[src/rtl/inst_fetcher_pkg.sv]
// Shared types and constants for the instruction fetcher and its queue.
// Includes FSM encoding, queue entry layout and RVC length decode.
package inst_fetcher_pkg;

    localparam int          IQ_SIZE   = 8;
    localparam int          IQ_SIZE_W = 3;
    localparam logic [31:0] RESET_PC  = 32'h0;

    typedef enum logic [1:0] {
        IF_IDLE = 2'd0,
        IF_WAIT = 2'd1,
        IF_DROP = 2'd2
    } if_state_e;

    typedef struct packed {
        logic [31:0] pc;
        logic [31:0] inst;
    } iq_entry_t;

    // Low two bits 2'b11 mark a full 32-bit instruction; anything else is RVC.
    function automatic logic [31:0] inst_len(input logic [1:0] lo);
        return (lo == 2'b11) ? 32'd4 : 32'd2;
    endfunction

endpackage

[src/rtl/inst_fetcher_if.sv]
// Icache, decoder and predictor signals seen by the fetcher.
// master = fetcher side, slave = icache/decoder/predictor side.
interface inst_fetcher_if;
    logic        ic_req;
    logic [31:0] ic_addr;
    logic        ic_ready;
    logic        ic_valid;
    logic [31:0] ic_data;
    logic        inst_valid;
    logic [31:0] inst_out;
    logic [31:0] inst_pc;
    logic        dec_ready;
    logic        need_branch;
    logic [31:0] branch_addr;
    logic        predict_fail;
    logic [31:0] fail_addr;

    modport master (
        output ic_req, ic_addr, inst_valid, inst_out, inst_pc,
        input  ic_ready, ic_valid, ic_data, dec_ready,
               need_branch, branch_addr, predict_fail, fail_addr
    );

    modport slave (
        input  ic_req, ic_addr, inst_valid, inst_out, inst_pc,
        output ic_ready, ic_valid, ic_data, dec_ready,
               need_branch, branch_addr, predict_fail, fail_addr
    );
endinterface

[src/rtl/inst_queue.sv]
// Circular FIFO of {pc, inst} pairs with flush; head is shown combinationally.
// Caller guarantees no push when full without a pop, and no pop when empty.
module inst_queue
    import inst_fetcher_pkg::*;
#(
    parameter int DEPTH   = IQ_SIZE,
    parameter int DEPTH_W = IQ_SIZE_W
) (
    input  logic             clk,
    input  logic             rst,
    input  logic             i_push,
    input  logic             i_pop,
    input  logic             i_flush,
    input  iq_entry_t        i_data,
    output logic [DEPTH_W:0] o_count,
    output logic             o_valid,
    output iq_entry_t        o_head
);

    iq_entry_t          r_mem [DEPTH];
    logic [DEPTH_W-1:0] r_wr;
    logic [DEPTH_W-1:0] r_rd;
    logic [DEPTH_W:0]   r_count;

    always_ff @(posedge clk or posedge rst) begin
        if (rst) begin
            r_wr    <= '0;
            r_rd    <= '0;
            r_count <= '0;
        end else if (i_flush) begin
            r_wr    <= '0;
            r_rd    <= '0;
            r_count <= '0;
        end else begin
            if (i_push) r_wr <= r_wr + 1'b1;
            if (i_pop)  r_rd <= r_rd + 1'b1;
            case ({i_push, i_pop})
                2'b10:   r_count <= r_count + 1'b1;
                2'b01:   r_count <= r_count - 1'b1;
                default: r_count <= r_count;
            endcase
        end
    end

    // Storage needs no reset: nothing is visible until count is nonzero.
    always_ff @(posedge clk) begin
        if (i_push && !i_flush) r_mem[r_wr] <= i_data;
    end

    assign o_count = r_count;
    assign o_valid = (r_count != '0);
    assign o_head  = o_valid ? r_mem[r_rd] : '0;

endmodule

[src/rtl/inst_fetcher.sv]
// PC generator with a single outstanding icache fetch feeding an instruction queue.
// Predictor redirects flush the queue and discard any in-flight fetch.
module inst_fetcher
    import inst_fetcher_pkg::*;
#(
    parameter logic [31:0] RESET_PC   = inst_fetcher_pkg::RESET_PC,
    parameter int          IQ_DEPTH   = IQ_SIZE,
    parameter int          IQ_DEPTH_W = IQ_SIZE_W
) (
    input  logic               clk_in,
    input  logic               rst_in,
    input  logic               rdy_in,
    inst_fetcher_if.master     bus
);

    localparam logic [IQ_DEPTH_W:0] LP_FULL = (IQ_DEPTH_W + 1)'(IQ_DEPTH);

    if_state_e            r_state;
    logic [31:0]          r_pc;

    logic                 w_redirect;
    logic [31:0]          w_target;
    logic                 w_pop;
    logic                 w_push;
    logic                 w_req;
    logic                 w_hs;
    logic                 w_resp;
    logic [IQ_DEPTH_W:0]  w_count;
    logic                 w_iq_valid;
    iq_entry_t            w_head;
    iq_entry_t            w_push_data;

    assign w_redirect = rdy_in && (bus.predict_fail || bus.need_branch);
    assign w_target   = (bus.predict_fail ? bus.fail_addr : bus.branch_addr) & ~32'h1;
    assign w_pop      = rdy_in && w_iq_valid && bus.dec_ready;
    assign w_resp     = rdy_in && bus.ic_valid;
    assign w_push     = w_resp && (r_state == IF_WAIT) && !w_redirect;

    // A pop this cycle frees the slot the next response will need.
    assign w_req = !rst_in && rdy_in && (r_state == IF_IDLE) && ((w_count != LP_FULL) || w_pop);
    assign w_hs  = w_req && bus.ic_ready;

    assign w_push_data = '{pc: r_pc, inst: bus.ic_data};

    always_ff @(posedge clk_in or posedge rst_in) begin
        if (rst_in) begin
            r_state <= IF_IDLE;
            r_pc    <= RESET_PC;
        end else if (rdy_in) begin
            case (r_state)
                IF_IDLE: if (w_hs) r_state <= w_redirect ? IF_DROP : IF_WAIT;
                IF_WAIT: begin
                    if (w_redirect)  r_state <= w_resp ? IF_IDLE : IF_DROP;
                    else if (w_resp) r_state <= IF_IDLE;
                end
                IF_DROP: if (w_resp) r_state <= IF_IDLE;
                default: r_state <= IF_IDLE;
            endcase
            if (w_redirect)  r_pc <= w_target;
            else if (w_push) r_pc <= r_pc + inst_len(bus.ic_data[1:0]);
        end
    end

    inst_queue #(
        .DEPTH   (IQ_DEPTH),
        .DEPTH_W (IQ_DEPTH_W)
    ) u_queue (
        .clk     (clk_in),
        .rst     (rst_in),
        .i_push  (w_push),
        .i_pop   (w_pop && !w_redirect),
        .i_flush (w_redirect),
        .i_data  (w_push_data),
        .o_count (w_count),
        .o_valid (w_iq_valid),
        .o_head  (w_head)
    );

    assign bus.ic_req     = w_req;
    assign bus.ic_addr    = w_req ? r_pc : '0;
    assign bus.inst_valid = w_iq_valid;
    assign bus.inst_out   = w_head.inst;
    assign bus.inst_pc    = w_head.pc;

endmodule

[src/flat_wrapper.sv]
// flat-port wrapper written by rule: the top's interface ports become plain ports
module inst_fetcher_flat import inst_fetcher_pkg::*;
#(
    parameter logic [31:0] RESET_PC   = inst_fetcher_pkg::RESET_PC,
    parameter int          IQ_DEPTH   = IQ_SIZE,
    parameter int          IQ_DEPTH_W = IQ_SIZE_W
)
  (clk_in, rst_in, rdy_in, bus_ic_req, bus_ic_addr, bus_inst_valid, bus_inst_out, bus_inst_pc, bus_ic_ready, bus_ic_valid, bus_ic_data, bus_dec_ready, bus_need_branch, bus_branch_addr, bus_predict_fail, bus_fail_addr);
  inst_fetcher_if bus_i ();
  input  logic clk_in;
  input  logic rst_in;
  input  logic rdy_in;
  output wire logic [$bits(bus_i.ic_req)-1:0] bus_ic_req;
  output wire logic [$bits(bus_i.ic_addr)-1:0] bus_ic_addr;
  output wire logic [$bits(bus_i.inst_valid)-1:0] bus_inst_valid;
  output wire logic [$bits(bus_i.inst_out)-1:0] bus_inst_out;
  output wire logic [$bits(bus_i.inst_pc)-1:0] bus_inst_pc;
  input wire logic [$bits(bus_i.ic_ready)-1:0] bus_ic_ready;
  input wire logic [$bits(bus_i.ic_valid)-1:0] bus_ic_valid;
  input wire logic [$bits(bus_i.ic_data)-1:0] bus_ic_data;
  input wire logic [$bits(bus_i.dec_ready)-1:0] bus_dec_ready;
  input wire logic [$bits(bus_i.need_branch)-1:0] bus_need_branch;
  input wire logic [$bits(bus_i.branch_addr)-1:0] bus_branch_addr;
  input wire logic [$bits(bus_i.predict_fail)-1:0] bus_predict_fail;
  input wire logic [$bits(bus_i.fail_addr)-1:0] bus_fail_addr;
  assign bus_ic_req = bus_i.ic_req;
  assign bus_ic_addr = bus_i.ic_addr;
  assign bus_inst_valid = bus_i.inst_valid;
  assign bus_inst_out = bus_i.inst_out;
  assign bus_inst_pc = bus_i.inst_pc;
  assign bus_i.ic_ready = bus_ic_ready;
  assign bus_i.ic_valid = bus_ic_valid;
  assign bus_i.ic_data = bus_ic_data;
  assign bus_i.dec_ready = bus_dec_ready;
  assign bus_i.need_branch = bus_need_branch;
  assign bus_i.branch_addr = bus_branch_addr;
  assign bus_i.predict_fail = bus_predict_fail;
  assign bus_i.fail_addr = bus_fail_addr;
  inst_fetcher #(.RESET_PC(RESET_PC), .IQ_DEPTH(IQ_DEPTH), .IQ_DEPTH_W(IQ_DEPTH_W)) u_core (.clk_in(clk_in), .rst_in(rst_in), .rdy_in(rdy_in), .bus(bus_i));
endmodule
[config.mk]
export PLATFORM = sky130hd
export DESIGN_NAME = inst_fetcher_flat
export DESIGN_NICKNAME = d
export VERILOG_FILES = /design/src/rtl/inst_fetcher_pkg.sv /design/src/rtl/inst_fetcher_if.sv /design/src/rtl/inst_queue.sv /design/src/rtl/inst_fetcher.sv /design/src/flat_wrapper.sv
export SDC_FILE = /design/constraint.sdc
export NUM_CORES = 1
export LEC_CHECK = 0
export ABC_AREA = 1
export CAP_MARGIN = 10
export CORE_ASPECT_RATIO = 0.9
export CORE_MARGIN = 5
export CORE_UTILIZATION = 35
export CTS_CLUSTER_DIAMETER = 200
export CTS_CLUSTER_SIZE = 14
export DETAILED_ROUTE_END_ITERATION = 10
export GPL_TIMING_DRIVEN = 0
export HOLD_SLACK_MARGIN = 0.08
export SYNTH_ARGS = -nofsm -noshare
export SYNTH_HDL_FRONTEND = slang
export SYNTH_SLANG_ARGS = --single-unit
[constraint.sdc]
create_clock -name clk_in -period 8.86 [get_ports clk_in]
set_clock_uncertainty 0.1 [all_clocks]
set_input_delay 1.772 -clock clk_in [delete_from_list [all_inputs] [get_ports clk_in]]
set_output_delay 1.772 -clock clk_in [all_outputs]
set_load 0.05 [all_outputs]
==> flow_summary.json <==
{
  "slowest_delay_ns": 0.86,
  "worstHoldStart": "u_core.u_queue.o_count[0]",
  "cts_buffers": 45,
  "irDropWorstVdd_uv": 160,
  "root_buffer": "clkbuf_16",
  "yosys.area.top_type_share_pct": 65.3,
  "die_h_um": 254,
  "clk_latency_ns": 0.60,
  "status": "finished clean",
  "worstPathRequired_ns": 6.99,
  "path_class": "primary input to output pin",
  "synth-seq-cells": 547,
  "die_x_um": 281,
  "grt_pass1_vias": 16800,
  "hold_path_depth": 1,
  "final_core_util_pct": 42.9,
  "hold_viol": 0,
  "synth_top_area_cell": "edfxtp_1",
  "cts.clk_slew.worst_paths_ns": 0.06,
  "slew_violations": 0,
  "syn_area_mm2": 0.0232,
  "wire_per_inst_um": 21.4,
  "portBuffers": 196,
  "num_io_pins": 202,
  "num_vias": 16700,
  "die_area_mm2": 0.0715,
  "slew_headroom_pct": 35.5,
  "seq_area_frac_synth_pct": 69.9,
  "post_cts_buffers": 0,
  "place_area_mm2": 0.0269,
  "yosys-top-cells-area": "edfxtp_1 65%, nor2_1 7.4%, o21ai_0 6.7%, dfrtp_1 4.6%, nand2_1 3.3%",
  "firstDrtPassIters": 5,
  "worstPathCellList": "clkdlybuf4s50_1 > nand2_1 > nand4_1 > nand4_1 > clkbuf_1 > nor2_1 > clkdlybuf4s50_1",
  "coreArea_mm2": 0.0656,
  "period_minus_slack_ns": 6.34,
  "yosys.cell_types.count": 49,
  "finalWirelength_um": 68500,
  "rrSetupSlack_ns": 5.79,
  "drc": 0,
  "powerDensity_mw_per_mm2": 257,
  "cts-hold-fix-buffers": 0,
  "cap_violations": 0,
  "cts-htree-levels": 2,
  "reg2regPathDepth": 8,
  "hpwl_um": 49000,
  "hold_path.class": "register to register",
  "cts.repair.resized": 0,
  "end_kind": "output pin",
  "timing.final.crit_share_pct": 71.5,
  "gp_congestion": 0.890,
  "drtIter0Drc": 1638,
  "cp-start-kind": "primary input",
  "start_util_pct": 35.3,
  "critPathMaxFanout": 10,
  "whs_endpoint": "u_core.u_queue.o_count[0]",
  "track_usage_pct": 18.7,
  "rsz0062_at_grt": "no",
  "finalInstanceArea_mm2": 0.0281,
  "nNetsFinal": 2438,
  "clock.fmax_ghz": 0.158,
  "syn_to_final_growth_pct": 21.4,
  "rows": 89,
  "grt_overflow_total": 0,
  "p_leak_uw": 0.00986,
  "worst_pin_slew_ns": 0.963,
  "cts_tree": "done",
  "antenna_found_initial": 1,
  "cp.arrival_ns": 4.47,
  "r2r_end": "u_core.u_queue.r_mem[3][21]",
  "r2r-start": "u_core.r_state[1]",
  "power.total_uw": 7240,
  "hold_ws_ns": 0.445,
  "grt_pass1_wl_um": 104000,
  "syn_avg_cell_area_um2": 11.4,
  "grt_max_degree": 38,
  "ant_nets": 0,
  "drive_above_1_share_pct": 8.37,
  "yosysWarningCount": 0,
  "clockBufferDepth": 3,
  "vias_per_cell": 5.22,
  "setup_viol": 0,
  "cts_sinks": 547,
  "slowest_stage": "clkdlybuf4s50_1",
  "syn_inst": 2034
}
[cells in the final DEF (no fill, tap or decap), types with 12 or more instances in the layout]
master	Yosys	final
edfxtp_1	504	504
nor2_1	454	452
o21ai_0	310	310
nand2_1	205	205
clkdlybuf4s50_1	0	196
clkbuf_1	76	90
a31oi_1	65	65
o22ai_1	64	64
inv_1	61	60
nand3_1	49	49
clkbuf_16	0	46
dfrtp_1	43	43
buf_6	1	34
buf_2	33	33
o21ai_1	29	29
nor3_1	23	17
buf_4	9	12
inv_2	11	12
[final cells by class]
cell class | count | area, um2
fill | 6038 | 37400
sequential | 547 | 16200
multi-input combinational | 1288 | 6170
timing repair buffer | 245 | 2580
clock buffer | 60 | 1200
tap | 864 | 1080
buffer | 125 | 563
inverter | 75 | 284
clock inverter | 3 | 52.6
antenna | 1 | 2.50
[flip-flops by register name (all words and copies together) (netlist names)]
| name | cells |
|---|---|
| u_core.u_queue.r_rd | 3 |
| u_core.u_queue.o_count | 4 |
| u_core.r_pc | 31 |
| u_core.r_state | 2 |
| u_core.u_queue.r_wr | 3 |
| u_core.u_queue.r_mem | 504 |
[cell families after synthesis]
kind of cell / count (synthesis) / share of synthesized area, %
other: 1 / 0.0162
muxes: 2 / 0.0864
and+or+nand+nor: 771 / 13.8
xor gates and xnor gates: 6 / 0.227
DFF: 547 / 69.9
AOI/OAI and AO/OA: 500 / 11.8
adders and majority gates: 7 / 0.410
buffers and inverters: 200 / 3.65
[critical path, delay by kind of cell]
family | cells | cell delay (ns)
buffers and inverters | 3 | 1.86
AND/OR/NAND/NOR | 4 | 0.81
[power breakdown]
part           internal, uW  switching (uW)
logic                   660            1640
clock network           949             882
registers              2950             157
total                  4560            2680
[Yosys cell counts (all sizes together)]
master,instances
edfxtp,504
nor2,467
o21ai,339
nand2,213
clkbuf,78
inv,73
a31oi,65
o22ai,64
nand3,50
buf,47
dfrtp,43
nor3,28
a21oi,11
a22oi,11
nand4,11
ha,6
xor2,6
a311oi,2
clkinv,2
mux2i,2
o211ai,2
o31ai,2
a211oi,1
a221oi,1
and2,1
conb,1
fa,1
nand3b,1
o21a,1
o221ai,1
[layer usage]
| layer | global-route usage [%] | share of wire [%] |
|---|---|---|
| met5 | 0 | 0 |
| met4 | 3.80 | 1.8 |
| met3 | 3.23 | 7.6 |
| met2 | 31.0 | 47 |
| met1 | 26.4 | 44 |
[stage by stage]
| step | TNS, ns | setup WS (ns) | instances |
|---|---|---|---|
| floorplan | 0 | 1.48 | 2035 |
| global placement | -1145.18 | -3.29 | 3095 |
| detailed placement | 0 | 2.49 | 3144 |
| CTS | 0 | 2.49 | 3207 |
| global route | 0 | 2.48 | 3208 |
| finish | 0 | 2.52 | 3208 |
[how the worst max path moves through the flow]
stage	start	slack, ns	to
2_1_floorplan	bus_predict_fail	1.48	u_core.u_queue.r_mem[4][0]
3_3_place_gp	rdy_in	-3.29	u_core.u_queue.r_mem[0][22]
3_5_place_dp	rdy_in	2.49	bus_ic_addr[13]
4_1_cts	rdy_in	2.49	bus_ic_addr[13]
5_1_grt	rdy_in	2.48	bus_ic_addr[13]
6_report	rdy_in	2.52	bus_ic_addr[13]
Note: power is estimated with default switching activity, not from simulation.
